File: src/rtl/legv8_pkg.sv
// Shared ALU opcodes, register constants and forwarding-select encoding
// for the LEGv8 execute-side pipeline blocks.
package legv8_pkg;

  localparam logic [3:0] ALU_AND   = 4'd0;
  localparam logic [3:0] ALU_OR    = 4'd1;
  localparam logic [3:0] ALU_ADD   = 4'd2;
  localparam logic [3:0] ALU_SUB   = 4'd6;
  localparam logic [3:0] ALU_PASSB = 4'd7;

  localparam logic [4:0] XZR = 5'd31;

  typedef enum logic [1:0] {
    FWD_RF    = 2'd0,
    FWD_MEMWB = 2'd1,
    FWD_EXMEM = 2'd2
  } fwd_sel_t;

endpackage

File: src/rtl/forward_unit.sv
// Operand forwarding mux for one ALU source: picks the youngest in-flight
// result that targets the source register, never forwarding the zero register.
module forward_unit
  import legv8_pkg::*;
#(
  parameter int N     = 64,
  parameter int RBITS = 5
) (
  input  logic [RBITS-1:0] src,
  input  logic [N-1:0]     rf_data,
  input  logic [RBITS-1:0] exmem_rd,
  input  logic             exmem_regwrite,
  input  logic [N-1:0]     exmem_result,
  input  logic [RBITS-1:0] memwb_rd,
  input  logic             memwb_regwrite,
  input  logic [N-1:0]     memwb_result,
  output logic [N-1:0]     operand,
  output fwd_sel_t         sel
);

  localparam logic [RBITS-1:0] ZERO_REG = '1;

  always_comb begin
    // NOTE: both outputs get a default before any branch, so no path leaves them unassigned (no latch).
    operand = rf_data;
    sel     = FWD_RF;
    // Once src is known not to be the zero register, rd == src implies rd is not it either.
    if (src == ZERO_REG) begin
      operand = '0;
    end else if (exmem_regwrite && (exmem_rd == src)) begin
      operand = exmem_result;
      sel     = FWD_EXMEM;
    end else if (memwb_regwrite && (memwb_rd == src)) begin
      operand = memwb_result;
      sel     = FWD_MEMWB;
    end
  end

endmodule

File: src/rtl/alu_operand_stage.sv
// ID/EX pipeline register with RAW-hazard forwarding feeding the 64-bit ALU;
// supports stall (hold) and flush (bubble insertion).
module alu_operand_stage
  import legv8_pkg::*;
#(
  parameter int N     = 64,
  parameter int RBITS = 5
) (
  input  logic             clk,
  input  logic             reset,
  input  logic             id_valid,
  input  logic [RBITS-1:0] id_rn,
  input  logic [RBITS-1:0] id_rm,
  input  logic [RBITS-1:0] id_rd,
  input  logic [N-1:0]     id_rn_data,
  input  logic [N-1:0]     id_rm_data,
  input  logic [N-1:0]     id_imm,
  input  logic             id_alusrc,
  input  logic [3:0]       id_alucontrol,
  input  logic             id_regwrite,
  input  logic             stall,
  input  logic             flush,
  input  logic [RBITS-1:0] exmem_rd,
  input  logic             exmem_regwrite,
  input  logic [N-1:0]     exmem_result,
  input  logic [RBITS-1:0] memwb_rd,
  input  logic             memwb_regwrite,
  input  logic [N-1:0]     memwb_result,
  output logic             ex_valid,
  output logic [N-1:0]     a,
  output logic [N-1:0]     b,
  output logic [3:0]       ALUcontrol,
  output logic [RBITS-1:0] ex_rd,
  output logic             ex_regwrite,
  output logic [1:0]       fwd_a,
  output logic [1:0]       fwd_b
);

  typedef struct packed {
    logic             valid;
    logic [RBITS-1:0] rn;
    logic [RBITS-1:0] rm;
    logic [RBITS-1:0] rd;
    logic [N-1:0]     rn_data;
    logic [N-1:0]     rm_data;
    logic [N-1:0]     imm;
    logic             alusrc;
    logic [3:0]       alucontrol;
    logic             regwrite;
  } stage_t;

  stage_t stage_d, stage_q;

  always_comb begin
    stage_d = stage_q;
    if (flush) begin
      stage_d = '0;
    end else if (!stall) begin
      stage_d.valid      = id_valid;
      stage_d.rn         = id_rn;
      stage_d.rm         = id_rm;
      stage_d.rd         = id_rd;
      stage_d.rn_data    = id_rn_data;
      stage_d.rm_data    = id_rm_data;
      stage_d.imm        = id_imm;
      stage_d.alusrc     = id_alusrc;
      stage_d.alucontrol = id_alucontrol;
      stage_d.regwrite   = id_regwrite;
    end
  end

  always_ff @(posedge clk or posedge reset) begin
    // NOTE: non-blocking assignment keeps every flop sampling pre-edge values regardless of block order.
    if (reset) stage_q <= '0;
    else       stage_q <= stage_d;
  end

  logic [N-1:0] opnd_a, opnd_b;
  fwd_sel_t     sel_a, sel_b;

  forward_unit #(.N(N), .RBITS(RBITS)) u_fwd_a (
    .src            (stage_q.rn),
    .rf_data        (stage_q.rn_data),
    .exmem_rd       (exmem_rd),
    .exmem_regwrite (exmem_regwrite),
    .exmem_result   (exmem_result),
    .memwb_rd       (memwb_rd),
    .memwb_regwrite (memwb_regwrite),
    .memwb_result   (memwb_result),
    .operand        (opnd_a),
    .sel            (sel_a)
  );

  forward_unit #(.N(N), .RBITS(RBITS)) u_fwd_b (
    .src            (stage_q.rm),
    .rf_data        (stage_q.rm_data),
    .exmem_rd       (exmem_rd),
    .exmem_regwrite (exmem_regwrite),
    .exmem_result   (exmem_result),
    .memwb_rd       (memwb_rd),
    .memwb_regwrite (memwb_regwrite),
    .memwb_result   (memwb_result),
    .operand        (opnd_b),
    .sel            (sel_b)
  );

  // An invalid stage presents a clean bubble: zero operands and AND, so the ALU sees y=0.
  always_comb begin
    ex_valid    = stage_q.valid;
    ex_rd       = stage_q.rd;
    a           = '0;
    b           = '0;
    ALUcontrol  = ALU_AND;
    ex_regwrite = 1'b0;
    fwd_a       = FWD_RF;
    fwd_b       = FWD_RF;
    if (stage_q.valid) begin
      a           = opnd_a;
      b           = stage_q.alusrc ? stage_q.imm : opnd_b;
      ALUcontrol  = stage_q.alucontrol;
      ex_regwrite = stage_q.regwrite;
      fwd_a       = sel_a;
      fwd_b       = sel_b;
    end
  end

endmodule

File: config.mk
export PLATFORM = sky130hd
export DESIGN_NAME = alu_operand_stage
export DESIGN_NICKNAME = d
export VERILOG_FILES = /design/src/rtl/legv8_pkg.sv /design/src/rtl/forward_unit.sv /design/src/rtl/alu_operand_stage.sv
export SDC_FILE = /design/constraint.sdc
export NUM_CORES = 1
export LEC_CHECK = 0
export CORE_AREA = 3 3 193 195
export CTS_BUF_LIST = sky130_fd_sc_hd__clkbuf_8
export DETAILED_ROUTE_END_ITERATION = 10
export DIE_AREA = 0 0 196 198
export GPL_ROUTABILITY_DRIVEN = 0
export GPL_TIMING_DRIVEN = 0
export PLACE_DENSITY_LB_ADDON = 0.15
export SLEW_MARGIN = 20
export SYNTH_ARGS = -nofsm -noshare
export SYNTH_HDL_FRONTEND = slang
export SYNTH_SLANG_ARGS = --single-unit
File: constraint.sdc
create_clock -name clk -period 7.5 [get_ports clk]
set_input_delay 0.75 -clock clk [delete_from_list [all_inputs] [get_ports clk]]
set_output_delay 0.75 -clock clk [all_outputs]
set_load 0.02 [all_outputs]
==> impl_metrics.ini <==
[clock_tree]
clockBufferDepth = 3
ctsResizeCount = 0
htree_levels = 2
insertion_delay_ns = 0.55
root_buffer = clkbuf_8
clk_pin_slew_ns = 0.06
clock-sinks = 214
cts_buffers = 41
cts_setup_buffers = 0
cts_tree = built
hold_buffers = 0

[synthesis]
synth_warnings = 0
ys_ff_latch = 214
yosysUniqueCellTypes = 27
synth_nets = 1627
synth.avg_cell_area_sq_um = 9.95
netlist_area_sq_um = 12600
seq_area_frac_synth_pct = 42.4
syn_inst = 1269
netlist.area_leader.share_pct = 42.4
synthTopCellsByArea = dfrtp_1 42%, mux2i_1 22%, nor2_1 6.5%
synth_area_leader_cell = dfrtp_1

[worst_setup_path]
critPathCaptureType = output pin
cp.arrival_ns = 3.86
cp_slowest_cell = clkbuf_1
rrSetupSlack_ns = 6.62
cp-start-kind = input pin
critPathRequiredTime_ns = 6.75
cp_cell_sequence = clkdlybuf4s50_1, xnor2_1, nand4_1, or2_2, clkbuf_1, clkbuf_1, o21ai_0, o21ai_1, clkdlybuf4s50_1
critPathMaxFanout = 10
r2r_cells = 2
r2r-end = ex_valid$_DFFE_PP0P_
cp_top_family = buffers and inverters
critPathBufInv = 4
cpPeakStageDelay_ns = 0.66
criticalPathCategory = input pin to output pin
reg2reg_from = ex_valid$_DFFE_PP0P_

[global_routing]
grt_max_degree = 96
grt_overflow = 0
grt_pass1_vias = 12800
antenna_found_initial = 12
grt_pass1_wl_um = 80000
grt_use_total_pct = 27.0

[timing]
hold_violations = 0
period_share_pct = 61.5
whs_ns = 0.520
fin_setup_tns_ns = 0
final.min_clock_period_ns = 4.61
layout_setup_ws_ns = 2.89
fmax_ghz = 0.217
rsz0062_at_grt = no
worst_slew_pin_slew_ns = 1.08
relSlewSlack_pct = 28.1
fin_worst_skew_ns = 0
maxSlewViolCount = 0
setup_violations = 0

[power]
p_switching_uw = 878
p_comb_share_pct = 21.3
power.density_nw_per_um2 = 159
peakVddDrop_mv = 0.101
power_uw = 3040
p_clk_share_pct = 37.0
p_int_uw = 2160
swShare_pct = 28.9
p_leak_uw = 0.00810
seq_power_share_pct = 41.7

[placed_design]
place_inst = 2230
port_buffers = 498
dpl.hpwl_um = 40900
dp_slack_ns = 2.92

[drt]
vias = 12200
drtPass1Iterations = 5
routedWlPerCell_um = 23.4
first_iter_violations = 699
ant_nets = 0
wl_um = 54100
vias_per_cell = 5.29
drc_errors = 0

[floorplan]
die_w_um = 196
ioPinCount = 501
start_util_pct = 35.5
dieArea_sq_um = 38800
fp.dieH_um = 198
core-area_sq_um = 35600
fp-row-count = 69

[layout]
final_cell_mix = 498 x clkdlybuf4s50_1, 278 x mux2i_1, 217 x nor2_1, 214 x dfrtp_1, 74 x clkbuf_1
layout-drive-gt1-share_pct = 8.98
fillers = 3391
layoutNonFillerInstCount = 2311
layout_commonest_cell = clkdlybuf4s50_1
syn2layout_area_growth_pct = 50.9
nets = 2170

[job]
cap_viol_max_count = 0

[worst_hold_path]
min_from = stage_q[0]$_DFFE_PP0P_
min_path_cells = 2
hold_class = flop to flop
hold-path-endpoint = stage_q[0]$_DFFE_PP0P_

[outcome]
status = completed
## tightest hold or removal path: cells and delay by family (launching register included)
kind | cells | cell delay (ns)
DFF | 1 | 0.34
and+or+nand+nor | 1 | 0.08
muxes | 1 | 0.07
## metal layers
metal	part of all wire, %	vias to the layer above	GRT usage, %	wire, um
li1	-	5658	-	-
met1	41	5953	33.6	22100
met4	3.4	4	10.4	1830
met2	48	511	45.0	26200
met5	0.063	-	0	34
met3	7.4	95	7.01	3990
## metrics by stage
stage          utilization, %  instance area (sq um)
5_1_grt                  53.6                  19100
4_1_cts                  53.5                  19000
6_report                 53.6                  19100
3_3_place_gp             51.1                  18200
3_5_place_dp             51.3                  18300
2_1_floorplan               -                  12600
## layout make-up
class                           count  area, sq um  share of cell area [%]
Multi-Input combinational cell    924         6630                    34.8
Clock inverter                     18         82.6                   0.433
Sequential cell                   214         5360                    28.1
Inverter                            1         11.3                  0.0591
Buffer                            130          641                    3.36
Antenna cell                       13         32.5                   0.171
Clock buffer                       50          688                    3.61
Timing Repair Buffer              500         5040                    26.4
Tap cell                          461          577                    3.03
## synthesized netlist by cell type
master,number
nand2b_1,1
a221oi_2,50
xnor2_1,8
o21ai_1,59
inv_1,1
mux2i_1,278
buf_4,8
nor4_2,1
nand4_1,1
nand2_1,67
buf_2,32
nor4_1,2
nand3_1,4
a221oi_1,14
and2_1,6
buf_1,5
or2_2,1
buf_6,11
dfrtp_1,214
nor2b_1,1
and3_1,65
nor2_1,218
clkbuf_1,74
o21ai_0,71
nor3_1,1
o2bb2ai_1,64
xor2_1,12
## worst max path at each step
stage                     start                      end  cells past startpoint
floorplan                 reset     ex_rd[0]$_DFFE_PP0P_                      1
global placement          reset  stage_q[16]$_DFFE_PP0P_                      2
detailed placement  exmem_rd[2]                    b[22]                      9
CTS                 exmem_rd[2]                    b[22]                      9
global route        exmem_rd[2]                    b[45]                      9
finish              exmem_rd[2]                    b[22]                      9
## logic make-up after synthesis
| group | count (synthesis) | synth area share (%) |
|---|---|---|
| AND/OR/NAND/NOR | 368 | 12.6 |
| multiplexers | 278 | 22.0 |
| AO/OA/AOI/OAI | 258 | 16.5 |
| flip-flops | 214 | 42.4 |
| buffers and inverters | 131 | 5.10 |
| XOR/XNOR | 20 | 1.39 |
## registers in the layout (all words and copies together) (netlist names)
name      count
ex_rd         5
stage_q     208
ex_valid      1
## power groups by stage
stage               Clock, uW  Combinational (uW)  Sequential, uW
finish                   1120                 649            1270
global route             1210                 699            1270
CTS                      1160                 652            1270
detailed placement          0                 649            1290
global placement            0                 639            1280
floorplan                   0                 311            1270
Power figures use the tool's default switching activity.
